File: config.mk
export PLATFORM = sky130hd
export DESIGN_NAME = seq_divider_flat
export DESIGN_NICKNAME = d
export VERILOG_FILES = /design/src/rtl/seq_divider_if.sv /design/src/rtl/seq_divider.sv /design/src/flat_wrapper.sv
export SDC_FILE = /design/constraint.sdc
export NUM_CORES = 1
export LEC_CHECK = 0
export BUFFER_PORTS_ARGS = -buffer_cell sky130_fd_sc_hd__buf_2
export CAP_MARGIN = 10
export CORE_ASPECT_RATIO = 1.4
export CORE_MARGIN = 2
export CORE_UTILIZATION = 40
export CTS_CLUSTER_SIZE = 16
export DETAILED_ROUTE_END_ITERATION = 10
export GPL_TIMING_DRIVEN = 0
export SETUP_SLACK_MARGIN = 0.4
export SLEW_MARGIN = 20
export SYNTH_ARGS = -nofsm -noshare
export SYNTH_HDL_FRONTEND = slang
export SYNTH_SLANG_ARGS = --single-unit
File: constraint.sdc
create_clock -name clk -period 6 [get_ports clk]
set_clock_uncertainty 0.1 [all_clocks]
set_input_delay 1.2 -clock clk [delete_from_list [all_inputs] [get_ports clk]]
set_output_delay 1.2 -clock clk [all_outputs]
set_load 0.05 [all_outputs]
File: src/rtl/seq_divider_if.sv
// rtl/seq_divider_if.sv - request/result bundle for seq_divider
interface seq_divider_if #(
   parameter int N = 32
);
   logic           start;
   logic [2*N-1:0] A;
   logic [N-1:0]   B;
   logic           busy;
   logic           done;
   logic [N-1:0]   quotient;
   logic [N-1:0]   remainder;
   logic           div_by_zero;
   logic           overflow;

   modport master (
      output start, A, B,
      input  busy, done, quotient, remainder, div_by_zero, overflow
   );

   modport slave (
      input  start, A, B,
      output busy, done, quotient, remainder, div_by_zero, overflow
   );
endinterface

File: src/rtl/seq_divider.sv
// rtl/seq_divider.sv - radix-2 restoring 2N/N divider, signed when SEQ_DIV_SIGNED_EN is defined
module seq_divider #(
   parameter int N = 32
) (
   input logic         clk,
   input logic         reset,
   seq_divider_if.slave bus
);
   localparam int CW = $clog2(N) + 1;

   typedef enum logic [1:0] {IDLE, RUN, FIX, DONE} state_t;

   state_t         state;
   logic [2*N-1:0] acc;      // {partial remainder, dividend low bits / quotient bits}
   logic [N-1:0]   b_mag;
   logic [CW-1:0]  cnt;

   logic [2*N-1:0] a_abs;
   logic [N-1:0]   b_abs;
   logic [N:0]     trial;
   logic [2*N-1:0] acc_next;

`ifdef SEQ_DIV_SIGNED_EN
   localparam logic [N-1:0] HALF = {1'b1, {(N-1){1'b0}}};
   logic         sign_a;
   logic         sign_q;
   logic [N-1:0] q_mag;
   logic [N-1:0] r_mag;
   logic [N-1:0] q_fix;
   logic [N-1:0] r_fix;
   logic         ovf_fix;

   // Sign correction of the magnitude result; quotient range depends on result sign
   always_comb begin
      q_mag   = acc[N-1:0];
      r_mag   = acc[2*N-1:N];
      q_fix   = sign_q ? -q_mag : q_mag;
      r_fix   = sign_a ? -r_mag : r_mag;
      ovf_fix = sign_q ? (q_mag > HALF) : q_mag[N-1];
   end
`endif

   // Operand magnitudes and one restoring shift/subtract step
   always_comb begin
`ifdef SEQ_DIV_SIGNED_EN
      a_abs = bus.A[2*N-1] ? -bus.A : bus.A;
      b_abs = bus.B[N-1] ? -bus.B : bus.B;
`else
      a_abs = bus.A;
      b_abs = bus.B;
`endif
      // Partial remainder shifted left by one is acc[2N-1:N-1]; it is < 2*|B| so N+1 bits suffice
      trial = acc[2*N-1:N-1] - {1'b0, b_mag};
      if (!trial[N]) begin
         acc_next = {trial[N-1:0], acc[N-2:0], 1'b1};
      end else begin
         acc_next = {acc[2*N-2:0], 1'b0};
      end
   end

   // Control FSM with registered busy/done and result registers held between done pulses
   always_ff @(posedge clk) begin
      if (reset) begin
         state           <= IDLE;
         acc             <= '0;
         b_mag           <= '0;
         cnt             <= '0;
         bus.busy        <= 1'b0;
         bus.done        <= 1'b0;
         bus.quotient    <= '0;
         bus.remainder   <= '0;
         bus.div_by_zero <= 1'b0;
         bus.overflow    <= 1'b0;
`ifdef SEQ_DIV_SIGNED_EN
         sign_a          <= 1'b0;
         sign_q          <= 1'b0;
`endif
      end else begin
         bus.done <= 1'b0;
         case (state)
            IDLE, DONE: begin
               if (bus.start) begin
                  acc   <= a_abs;
                  b_mag <= b_abs;
                  cnt   <= '0;
`ifdef SEQ_DIV_SIGNED_EN
                  sign_a <= bus.A[2*N-1];
                  sign_q <= bus.A[2*N-1] ^ bus.B[N-1];
`endif
                  if (b_abs == '0) begin
                     state           <= DONE;
                     bus.done        <= 1'b1;
                     bus.div_by_zero <= 1'b1;
                     bus.overflow    <= 1'b0;
                     bus.quotient    <= '1;
                     bus.remainder   <= bus.A[N-1:0];
                  end else if (a_abs[2*N-1:N] >= b_abs) begin
                     // Quotient cannot fit in N bits even as a magnitude
                     state           <= DONE;
                     bus.done        <= 1'b1;
                     bus.div_by_zero <= 1'b0;
                     bus.overflow    <= 1'b1;
                     bus.quotient    <= '1;
                     bus.remainder   <= '0;
                  end else begin
                     state    <= RUN;
                     bus.busy <= 1'b1;
                  end
               end else begin
                  state <= IDLE;
               end
            end
            RUN: begin
               acc <= acc_next;
               cnt <= cnt + 1'b1;
               if (cnt == CW'(N - 1)) begin
`ifdef SEQ_DIV_SIGNED_EN
                  state <= FIX;
`else
                  state           <= DONE;
                  bus.busy        <= 1'b0;
                  bus.done        <= 1'b1;
                  bus.quotient    <= acc_next[N-1:0];
                  bus.remainder   <= acc_next[2*N-1:N];
                  bus.div_by_zero <= 1'b0;
                  bus.overflow    <= 1'b0;
`endif
               end
            end
`ifdef SEQ_DIV_SIGNED_EN
            FIX: begin
               state           <= DONE;
               bus.busy        <= 1'b0;
               bus.done        <= 1'b1;
               bus.quotient    <= q_fix;
               bus.remainder   <= r_fix;
               bus.div_by_zero <= 1'b0;
               bus.overflow    <= ovf_fix;
            end
`endif
            default: begin
               state    <= IDLE;
               bus.busy <= 1'b0;
            end
         endcase
      end
   end
endmodule
File: src/flat_wrapper.sv
// flat-port wrapper written by rule: the top's interface ports become plain ports
module seq_divider_flat 
#(
   parameter int N = 32
)
  (clk, reset, bus_start, bus_A, bus_B, bus_busy, bus_done, bus_quotient, bus_remainder, bus_div_by_zero, bus_overflow);
  seq_divider_if #(.N(N)) bus_i ();
  input logic clk;
  input logic reset;
  input wire logic [$bits(bus_i.start)-1:0] bus_start;
  input wire logic [$bits(bus_i.A)-1:0] bus_A;
  input wire logic [$bits(bus_i.B)-1:0] bus_B;
  output wire logic [$bits(bus_i.busy)-1:0] bus_busy;
  output wire logic [$bits(bus_i.done)-1:0] bus_done;
  output wire logic [$bits(bus_i.quotient)-1:0] bus_quotient;
  output wire logic [$bits(bus_i.remainder)-1:0] bus_remainder;
  output wire logic [$bits(bus_i.div_by_zero)-1:0] bus_div_by_zero;
  output wire logic [$bits(bus_i.overflow)-1:0] bus_overflow;
  assign bus_i.start = bus_start;
  assign bus_i.A = bus_A;
  assign bus_i.B = bus_B;
  assign bus_busy = bus_i.busy;
  assign bus_done = bus_i.done;
  assign bus_quotient = bus_i.quotient;
  assign bus_remainder = bus_i.remainder;
  assign bus_div_by_zero = bus_i.div_by_zero;
  assign bus_overflow = bus_i.overflow;
  seq_divider #(.N(N)) u_core (.clk(clk), .reset(reset), .bus(bus_i));
endmodule
==> flow_summary.yaml <==
timing:
  slew_viol_final: 0
  period_minus_slack_ps: 4180
  finalHoldViolCount: 0
  rsz0062_at_grt: "false"
  setup_viol: 0
  fin_crit_sh_pct: 69.7
  max_freq_mhz: 239
  max_slew.worst_pin.slew_ps: 974
  hold_ws_ps: 347
  finalSetupTns_ps: 0
  relSlewSlack_pct: 35.0
final_layout:
  drive_above_1_share_pct: 17.3
  n_fill_cell: 2592
  final_cell_mix: "176 x buf_2, 172 x dfxtp_1, 138 x nand2_1, 131 x nor2_1, 127 x a21oi_1"
  regArea_um2: 3440
  insertedDiodeCount: 0
  areaGrowthSynthToFinish_pct: 18.2
  final_cell_area_um2: 12100
  nets: 1615
  final_common_cell: "buf_2"
  fin_cells: 1779
  multiInputGateArea_um2: 6100
floorplan:
  die_x_um: 139
  initial_core_util_pct: 40.5
  die-height_um: 193
  rows: 69
  fp.coreArea_um2: 25200
  die_area_um2: 26800
  ios: 167
yosys:
  yosysTopAreaCell: "dfxtp_1"
  ys.flop_type: "dfxtp_1"
  async_flop_share_pct: 0
  synth.distinct_cells: 79
  yosysWarnings: 0
  synth_edf_count: 0
  syn_avg_cell_area_um2: 8.08
  netlist_instances: 1263
  ys_seq_area_share_pct: 33.7
  syn_nets: 1430
  synth_top_area_share_pct: 33.7
  synth_seq_cells: 172
  syn-cell-area_um2: 10200
  ys_top_cells_by_area: "dfxtp_1 34%, ha_1 8.2%, a21oi_1 6.2%"
worst_hold_path:
  hold_class: "reg2reg"
  min_path_cells: 2
  hold_path_end: "u_core.bus.quotient[24]"
  hp-start: "u_core.bus.quotient[24]"
route:
  vias: 10100
  viasPerCell: 5.69
  wire_per_inst_um: 20.0
  drc: 0
  m1WireLength_um: 14800
  ant_nets: 0
  dr_wl_met3_um: 1800
  wl_met2_um: 17900
  drt-initial-drc-count: 865
  drt_wl_total_um: 35600
  drt_first_pass_iters: 6
  top_layer: "met4"
setup_path:
  r2r_start: "u_core.acc[31]"
  path_cells: "buf_2, nor4_1, nand4_1, nor2_2, a2111oi_2, o31ai_4, a21o_1, buf_6, clkbuf_1, o21ai_0, a21oi_1"
  cp.arrival_ps: 4460
  cp_num_buf_inv: 3
  crit_path_max_incr_delay_ps: 640
  crit_family: "simple AND/OR/NAND/NOR gates"
  rr_endpoint: "u_core.bus.remainder[11]"
  crit_fanout: 10
  rr_worst_depth: 15
  setup.worst_path.class: "in2reg"
  reg2reg_slack_ps: 2060
  cp-start-kind: "input pin"
  crit_slowest_cell: "nor2_2"
  critPathRequiredTime_ps: 6280
  cp-end-kind: "register"
placement:
  post-place-cells: 1748
  place.detailed.hpwl_um: 28200
  dpl_cell_area_um2: 11400
  gp_congestion: 0.923
  io_buffers: 166
clock_network:
  cts_hold_buf: 0
  numCtsBuffers: 17
  cts_tree: "built"
  cts_root_buffer: "clkbuf_16"
  clk_path_buf_depth: 2
  postCtsResizedCells: 0
  h-tree-depth: 4
  clock-sinks: 172
  clk_latency_ps: 450
  post_cts_buffers: 0
  path_clk_slew_ps: 70
global_route:
  grt_max_degree: 17
  grt_first_pass_wirelength_um: 54800
  track_usage_pct: 26.2
  grt_pass1_vias: 9717
  overflow: 0
  antenna_found_initial: 0
pwr:
  ir_drop_mv: 0.270
  pwr_density_cell_nw_per_um2: 371
  p_total_mw: 4.48
  power.leakage_nw: 5.16
outcome:
  status: "complete, no violations"
run:
  max-cap-violations: 0
==> worst max-delay path by stage <==
stage             start                       end  slack [ps]  cells past startpoint
2_1_floorplan  bus_B[5]  u_core.bus.remainder[29]        2280                     11
3_3_place_gp   bus_B[9]    u_core.bus.quotient[4]        1430                     11
3_5_place_dp   bus_B[9]    u_core.bus.quotient[4]        1430                     11
4_1_cts        bus_B[9]    u_core.bus.quotient[4]        1890                     11
5_1_grt        bus_B[9]   u_core.bus.quotient[28]        1750                     11
6_report       bus_B[9]    u_core.bus.quotient[4]        1820                     11
==> power breakdown <==
part,total [mW],switching [mW],internal (mW),leakage [nW]
clock,1.21,0.493,0.718,0.300
combinational,1.91,1.20,0.707,3.44
sequential,1.36,0.0914,1.27,1.41
==> metal layers <==
metal / vias to the layer above / GRT usage (%)
li1: 4942 / -
met1: 4809 / 31.4
met2: 322 / 47.8
met3: 52 / 3.36
met4: 0 / 10.8
met5: - / 0
==> final cells by class <==
type | instances | area share (%)
clock inverters | 10 | 1.35
well taps | 319 | 3.31
plain buffers | 83 | 3.03
clock buffers | 21 | 3.82
repair buffers | 166 | 6.89
inverters | 82 | 2.55
flip-flops and latches | 172 | 28.5
multi-input cells | 926 | 50.5
==> metrics by stage <==
stage | setup WS, ps | utilization, %
floorplan | 2280 | -
global placement | 1430 | 45.4
detailed placement | 1430 | 45.4
CTS | 1890 | 47.9
global route | 1750 | 47.9
finish | 1820 | 47.9
==> cells by family (layout without fill, tap and decap cells) <==
logic type / count (synthesis) / after routing / share of synthesized area, %
buf+inv: 165 / 362 / 6.59
mux: 43 / 43 / 5.16
flops: 172 / 172 / 33.7
xor+xnor: 26 / 26 / 2.23
simple gates: 395 / 395 / 17.4
fa+ha+maj: 68 / 68 / 8.41
compound gates: 394 / 394 / 26.5
==> state kept, by name, indices dropped and copies added (netlist names) <==
name / cells
u_core.bus.busy: 1
u_core.cnt: 6
u_core.bus.div_by_zero: 1
u_core.bus.done: 1
u_core.state: 2
u_core.bus.overflow: 1
u_core.bus.remainder: 32
u_core.acc: 64
u_core.bus.quotient: 32
u_core.b_mag: 32
==> Yosys cell counts (all sizes together), types with 22 or more instances <==
master and instances:
a211oi 55, a21oi 129, a222oi 22, clkbuf 62, dfxtp 172, ha 67
inv 81, mux2i 23, nand2 138, nor2 133, nor3 27, o21ai 57
==> worst register-to-register path, delay by kind of cell (launching register included) <==
kind | cells | cell delay, ps
compound gates | 6 | 1660
buf+inv | 4 | 700
fa+ha+maj | 2 | 610
simple gates | 3 | 410
flops | 1 | 320
Power figures use the tool's default switching activity.
